<file path="src/rtl/sram_like_arbiter.sv">
// sram_like_arbiter: shares one sram-like downstream port between the
// instruction-fetch and data-access requesters. Data has fixed priority over
// inst, a presented request keeps its grant until accepted, and a tag FIFO
// routes each in-order response back to the requester that issued it.
// Optional build macro: ARB_STARVE_GUARD_EN forces an inst grant after
// STARVE_LIMIT consecutive data accepts while inst is waiting.
module sram_like_arbiter #(
    parameter int MAX_OUTST    = 4,
    parameter int STARVE_LIMIT = 3
) (
    input  logic        clk,
    input  logic        reset,
    input  logic        inst_req,
    input  logic        inst_wr,
    input  logic [1:0]  inst_size,
    input  logic [3:0]  inst_wstrb,
    input  logic [31:0] inst_addr,
    input  logic [31:0] inst_wdata,
    output logic        inst_addr_ok,
    output logic        inst_data_ok,
    output logic [31:0] inst_rdata,
    input  logic        data_req,
    input  logic        data_wr,
    input  logic [1:0]  data_size,
    input  logic [3:0]  data_wstrb,
    input  logic [31:0] data_addr,
    input  logic [31:0] data_wdata,
    output logic        data_addr_ok,
    output logic        data_data_ok,
    output logic [31:0] data_rdata,
    output logic        mem_req,
    output logic        mem_wr,
    output logic [1:0]  mem_size,
    output logic [3:0]  mem_wstrb,
    output logic [31:0] mem_addr,
    output logic [31:0] mem_wdata,
    input  logic        mem_addr_ok,
    input  logic        mem_data_ok,
    input  logic [31:0] mem_rdata
);

    localparam int PTR_W = (MAX_OUTST > 1) ? $clog2(MAX_OUTST) : 1;
    localparam int CNT_W = PTR_W + 1;
    localparam logic [CNT_W-1:0] FULL_CNT = CNT_W'(MAX_OUTST);

    typedef enum logic {
        SEL_INST = 1'b0,
        SEL_DATA = 1'b1
    } sel_t;

    sel_t pick;
    sel_t sel;
    sel_t lock_sel;
    sel_t head;
    logic lock_valid;

    logic [MAX_OUTST-1:0] tags;
    logic [PTR_W-1:0]     wr_ptr;
    logic [PTR_W-1:0]     rd_ptr;
    logic [CNT_W-1:0]     count;

    logic full;
    logic sel_req;
    logic accept;
    logic pop;

    // Marker block appears in the elaborated hierarchy only when the
    // parameter set is outside the supported range (depth power of two >= 2,
    // starvation limit >= 1).
    if (MAX_OUTST < 2 || (MAX_OUTST & (MAX_OUTST - 1)) != 0 || STARVE_LIMIT < 1) begin : g_bad_params
    end

`ifdef ARB_STARVE_GUARD_EN
    localparam int SCNT_W = $clog2(STARVE_LIMIT + 1);
    localparam logic [SCNT_W-1:0] STARVE_MAX = SCNT_W'(STARVE_LIMIT);

    logic [SCNT_W-1:0] starve_cnt;

    // Count data accepts that overtook a waiting inst request, saturating.
    always_ff @(posedge clk) begin
        if (reset) begin
            starve_cnt <= '0;
        end else if (!inst_req) begin
            starve_cnt <= '0;
        end else if (accept && sel == SEL_INST) begin
            starve_cnt <= '0;
        end else if (accept && sel == SEL_DATA && starve_cnt != STARVE_MAX) begin
            starve_cnt <= starve_cnt + SCNT_W'(1);
        end
    end

    // Data-over-inst priority, overridden once inst has been passed over too often.
    always_comb begin
        pick = SEL_INST;
        if (data_req) begin
            pick = SEL_DATA;
        end
        if (starve_cnt == STARVE_MAX && !lock_valid && inst_req) begin
            pick = SEL_INST;
        end
    end
`else
    // Pure data-over-inst priority.
    always_comb begin
        pick = SEL_INST;
        if (data_req) begin
            pick = SEL_DATA;
        end
    end
`endif

    // Grant selection and downstream request mux; a locked grant wins over pick.
    always_comb begin
        sel        = lock_valid ? lock_sel : pick;
        sel_req    = inst_req;
        mem_wr     = inst_wr;
        mem_size   = inst_size;
        mem_wstrb  = inst_wstrb;
        mem_addr   = inst_addr;
        mem_wdata  = inst_wdata;
        if (sel == SEL_DATA) begin
            sel_req   = data_req;
            mem_wr    = data_wr;
            mem_size  = data_size;
            mem_wstrb = data_wstrb;
            mem_addr  = data_addr;
            mem_wdata = data_wdata;
        end
    end

    assign full    = (count == FULL_CNT);
    assign mem_req = sel_req && !full;
    assign accept  = mem_req && mem_addr_ok;
    // A response with nothing outstanding (e.g. after reset) is dropped.
    assign pop     = mem_data_ok && (count != '0);
    assign head    = tags[rd_ptr] ? SEL_DATA : SEL_INST;

    assign inst_addr_ok = accept && (sel == SEL_INST);
    assign data_addr_ok = accept && (sel == SEL_DATA);
    assign inst_data_ok = pop && (head == SEL_INST);
    assign data_data_ok = pop && (head == SEL_DATA);
    assign inst_rdata   = mem_rdata;
    assign data_rdata   = mem_rdata;

    // Hold the grant while a presented request waits for mem_addr_ok.
    always_ff @(posedge clk) begin
        if (reset) begin
            lock_valid <= 1'b0;
            lock_sel   <= SEL_INST;
        end else if (mem_req) begin
            lock_valid <= !mem_addr_ok;
            lock_sel   <= sel;
        end
    end

    // Tag FIFO pointers and occupancy; push on accept, pop on a routed response.
    always_ff @(posedge clk) begin
        if (reset) begin
            wr_ptr <= '0;
            rd_ptr <= '0;
            count  <= '0;
        end else begin
            if (accept) begin
                wr_ptr <= wr_ptr + PTR_W'(1);
            end
            if (pop) begin
                rd_ptr <= rd_ptr + PTR_W'(1);
            end
            if (accept && !pop) begin
                count <= count + CNT_W'(1);
            end else if (pop && !accept) begin
                count <= count - CNT_W'(1);
            end
        end
    end

    // Tag storage: records which requester owns each outstanding request.
    always_ff @(posedge clk) begin
        if (accept) begin
            tags[wr_ptr] <= (sel == SEL_DATA);
        end
    end

endmodule

</file>
<file path="config.mk">
export PLATFORM = sky130hd
export DESIGN_NAME = sram_like_arbiter
export DESIGN_NICKNAME = d
export VERILOG_FILES = /design/src/rtl/sram_like_arbiter.sv
export SDC_FILE = /design/constraint.sdc
export NUM_CORES = 1
export LEC_CHECK = 0
export BUFFER_PORTS_ARGS = -buffer_cell sky130_fd_sc_hd__buf_2
export CAP_MARGIN = 20
export CORE_AREA = 2 2 125 127
export DETAILED_ROUTE_END_ITERATION = 16
export DIE_AREA = 0 0 127 129
export GPL_TIMING_DRIVEN = 0
export PLACE_DENSITY = 0.48
export SLEW_MARGIN = 20
export SYNTH_ARGS = -nofsm -noshare
export SYNTH_HDL_FRONTEND = slang
export SYNTH_SLANG_ARGS = --single-unit
</file>
<file path="constraint.sdc">
create_clock -name clk -period 2.8 [get_ports clk]
set_input_delay 0.14 -clock clk [delete_from_list [all_inputs] [get_ports clk]]
set_output_delay 0.14 -clock clk [all_outputs]
set_load 0.03 [all_outputs]
</file>
==> results.yml <==
drt:
  drt_iter0_markers: 82
  wl_um: 9691
  vias: 3003
  wl_per_cell_um: 11.56
  vias_per_cell: 3.584
  ant_nets: 0
  drc_errors: 0
  drt-pass1-iter-count: 4
timing:
  tightest_slew_ps: 708.2
  clock_skew_ps: 2.772
  hold_ws_ps: 243.1
  drv_slew: 0
  slew_headroom: 0.5278
  worst_slack_ps: 496.2
  finalCriticalPeriod_ps: 2304
  fin_setup_tns_ps: 0
  timing.fmax_mhz: 434.1
  rsz0062_at_grt: "false"
  min_period_over_period: 0.8228
  hold_viol: 0
  setup_violations: 0
pwr:
  p_per_area_nw_per_um2: 567.3
  leakage_nw: 2.460
  peakVddDrop_mv: 0.1723
clock_tree:
  clk_latency_ps: 240
  post_cts_buffers: 0
  numCtsBuffers: 3
  clkSinkCount: 13
  root_buffer: "clkbuf_16"
  clock_path_buffers: 2
  cts_resized: 0
  cts.clk_slew.worst_paths_ps: 50
  htreeDepth: 1
  postCtsHoldBufs: 0
  cts_tree: "built"
floorplanning:
  core_area_um2: 14980
  placementRows: 45
  ioPinCount: 320
  die_y_um: 129
  initial_core_util: 0.1376
  die_x_um: 127
  dieArea_um2: 16380
worst_setup_path:
  rr_startpoint: "count[0]"
  worstPathArrival_ps: 2160
  cp_max_fo: 10
  slowest_stage: "clkbuf_1"
  start_kind: "flip-flop"
  end_kind: "primary output"
  max_stage_delay_ps: 500
  cp.required_ps: 2660
  setup.worst_path.start: "lock_valid"
  path_cells: "mux2i_1 -> clkbuf_1 -> buf_2 -> nand2_1 -> nand2_1 -> buf_2"
  worstSetupPathType: "reg2out"
synthesis:
  synth-simple-area-share: 0.4444
  ys_warn_count: 0
  syn_inst: 360
  ys_types: 33
  synthAdderAreaFrac: 0.04007
  seq_area_frac_synth: 0.1457
  ys_seq_elements: 13
  synthXorXnorAreaFrac: 0.01700
  synth_top_family_by_area: "simple AND/OR/NAND/NOR gates"
  postSynthAreaPerCell_um2: 5.724
  syn-cell-area_um2: 2061
  synth_nets: 546
  muxShareOfSynthArea: 0.03279
  synth_compound_area_frac: 0.03947
global_route:
  grt_remaining_overflow: 0
  track_usage: 0.1034
  grt_pass1_wl_um: 13630
  grt_max_degree: 14
  antenna_found_initial: 0
  grt_pass1_vias: 2777
layout:
  syn2layout_area_growth_pct: 84.70
  fin_util: 0.2541
  fin_nets: 837
  nFillCells: 1729
  final_area_um2: 3806
  drive_gt1_frac: 0.5677
  diodes: 0
placed_design:
  dpl_cell_area_um2: 3727
  dp_slack_ps: 549.7
  io_buffer_count: 286
  dp_hpwl_um: 8443
  gp_congestion: 0.7469
status:
  status: "complete, no violations"
hold_path:
  hold_class: "in2reg"
  min-delay-start: "reset"
flow_run:
  max-cap-violations: 0
-- placed cells by master, fill, tap and decap left out, types with 2 or more instances in the layout --
cell type  instances
and2_1             2
edfxtp_1           4
buf_2            295
clkbuf_1           6
dfxtp_1            9
nand2_1          216
nor2_1            10
buf_1              3
and2_2             2
xor2_1             4
buf_4             64
clkbuf_16          3
ha_1               5
inv_1              5
mux2i_1            3
-- registers in the layout, indices dropped and copies added (netlist names) --
register    count
tags            4
count           3
rd_ptr          2
wr_ptr          2
lock_sel        1
lock_valid      1
-- where the power goes --
part | internal [mW] | total [mW] | leakage, nW | switching [mW]
combinational | 0.535 | 1.60 | 2.31 | 1.06
clock | 0.192 | 0.269 | 0.0382 | 0.0773
sequential | 0.245 | 0.292 | 0.111 | 0.0475
total | 0.972 | 2.16 | 2.46 | 1.19
-- Yosys cell counts --
| library cell | instances | area, µm² |
|---|---|---|
| nand2_1 | 216 | 810.8 |
| buf_4 | 64 | 480.5 |
| nor2_1 | 10 | 37.54 |
| buf_2 | 9 | 45.04 |
| dfxtp_1 | 9 | 180.2 |
| clkbuf_1 | 5 | 18.77 |
| ha_1 | 5 | 62.56 |
| inv_1 | 5 | 18.77 |
| edfxtp_1 | 4 | 120.1 |
| xor2_1 | 4 | 35.03 |
| buf_1 | 3 | 11.26 |
| mux2i_1 | 3 | 30.03 |
| and2_1 | 2 | 12.51 |
| and2_2 | 2 | 15.01 |
| a21oi_1 | 1 | 5.000 |
| a31oi_1 | 1 | 6.260 |
| and3_1 | 1 | 6.260 |
| fa_1 | 1 | 20.02 |
| inv_2 | 1 | 3.750 |
| mux2_4 | 1 | 15.01 |
| mux4_2 | 1 | 22.52 |
| nand3_1 | 1 | 5.000 |
| nand3b_1 | 1 | 7.510 |
| nor2b_1 | 1 | 6.260 |
| o2111a_4 | 1 | 20.02 |
| o211a_1 | 1 | 10.01 |
| o21a_1 | 1 | 7.510 |
| o21ai_0 | 1 | 5.000 |
| o221a_2 | 1 | 11.26 |
| o311ai_0 | 1 | 8.760 |
| o31ai_1 | 1 | 7.510 |
| or3_1 | 1 | 6.260 |
| or3b_1 | 1 | 8.760 |
-- layer usage --
metal / up-vias / routed length [µm] / GRT usage
met5: - / 0 / 0
met2: 158 / 4999 / 0.1958
met3: 5 / 693 / 0.01123
li1: 1612 / - / -
met1: 1228 / 3936 / 0.1280
met4: 0 / 61 / 0.01745
-- area by class of cell --
class / instances / area (µm²) / share of cell area
Buffer: 81 / 555.5 / 0.1460
Clock buffer: 4 / 78.83 / 0.02071
Inverter: 6 / 22.52 / 0.005917
Multi-Input combinational cell: 260 / 1182 / 0.3106
Sequential cell: 13 / 300.3 / 0.07890
Tap cell: 188 / 235.2 / 0.06180
Timing Repair Buffer: 286 / 1431 / 0.3761
-- final timing paths --
kind	to	slack [ps]	depth (start not counted)
worst max-delay path	mem_addr[6]	500	6
worst min-delay path	rd_ptr[0]	240	2
worst max register to register	count[2]	540	8
worst min register to register	wr_ptr[1]	490	2
-- through the flow --
| step | power [mW] | std cells |
|---|---|---|
| 2_1_floorplan | 1.402 | 360 |
| 3_3_place_gp | 1.918 | 834 |
| 3_5_place_dp | 1.913 | 834 |
| 4_1_cts | 2.193 | 838 |
| 5_1_grt | 2.323 | 838 |
| 6_report | 2.159 | 838 |
-- worst max-delay path, delay by kind of cell, from the launching register on --
kind | cells | cell delay, ps
buffers and inverters | 3 | 1100
AND/OR/NAND/NOR | 2 | 200
flip-flops | 1 | 360
multiplexers | 1 | 260
-- kinds of logic (layout without fill, tap and decap cells) --
kind of cell,Yosys count,in the layout
simple gates,236,236
mux,5,5
compound gates,9,9
xor+xnor,4,4
fa+ha+maj,6,6
flops,13,13
buf+inv,87,377
Power figures use the tool's default switching activity.
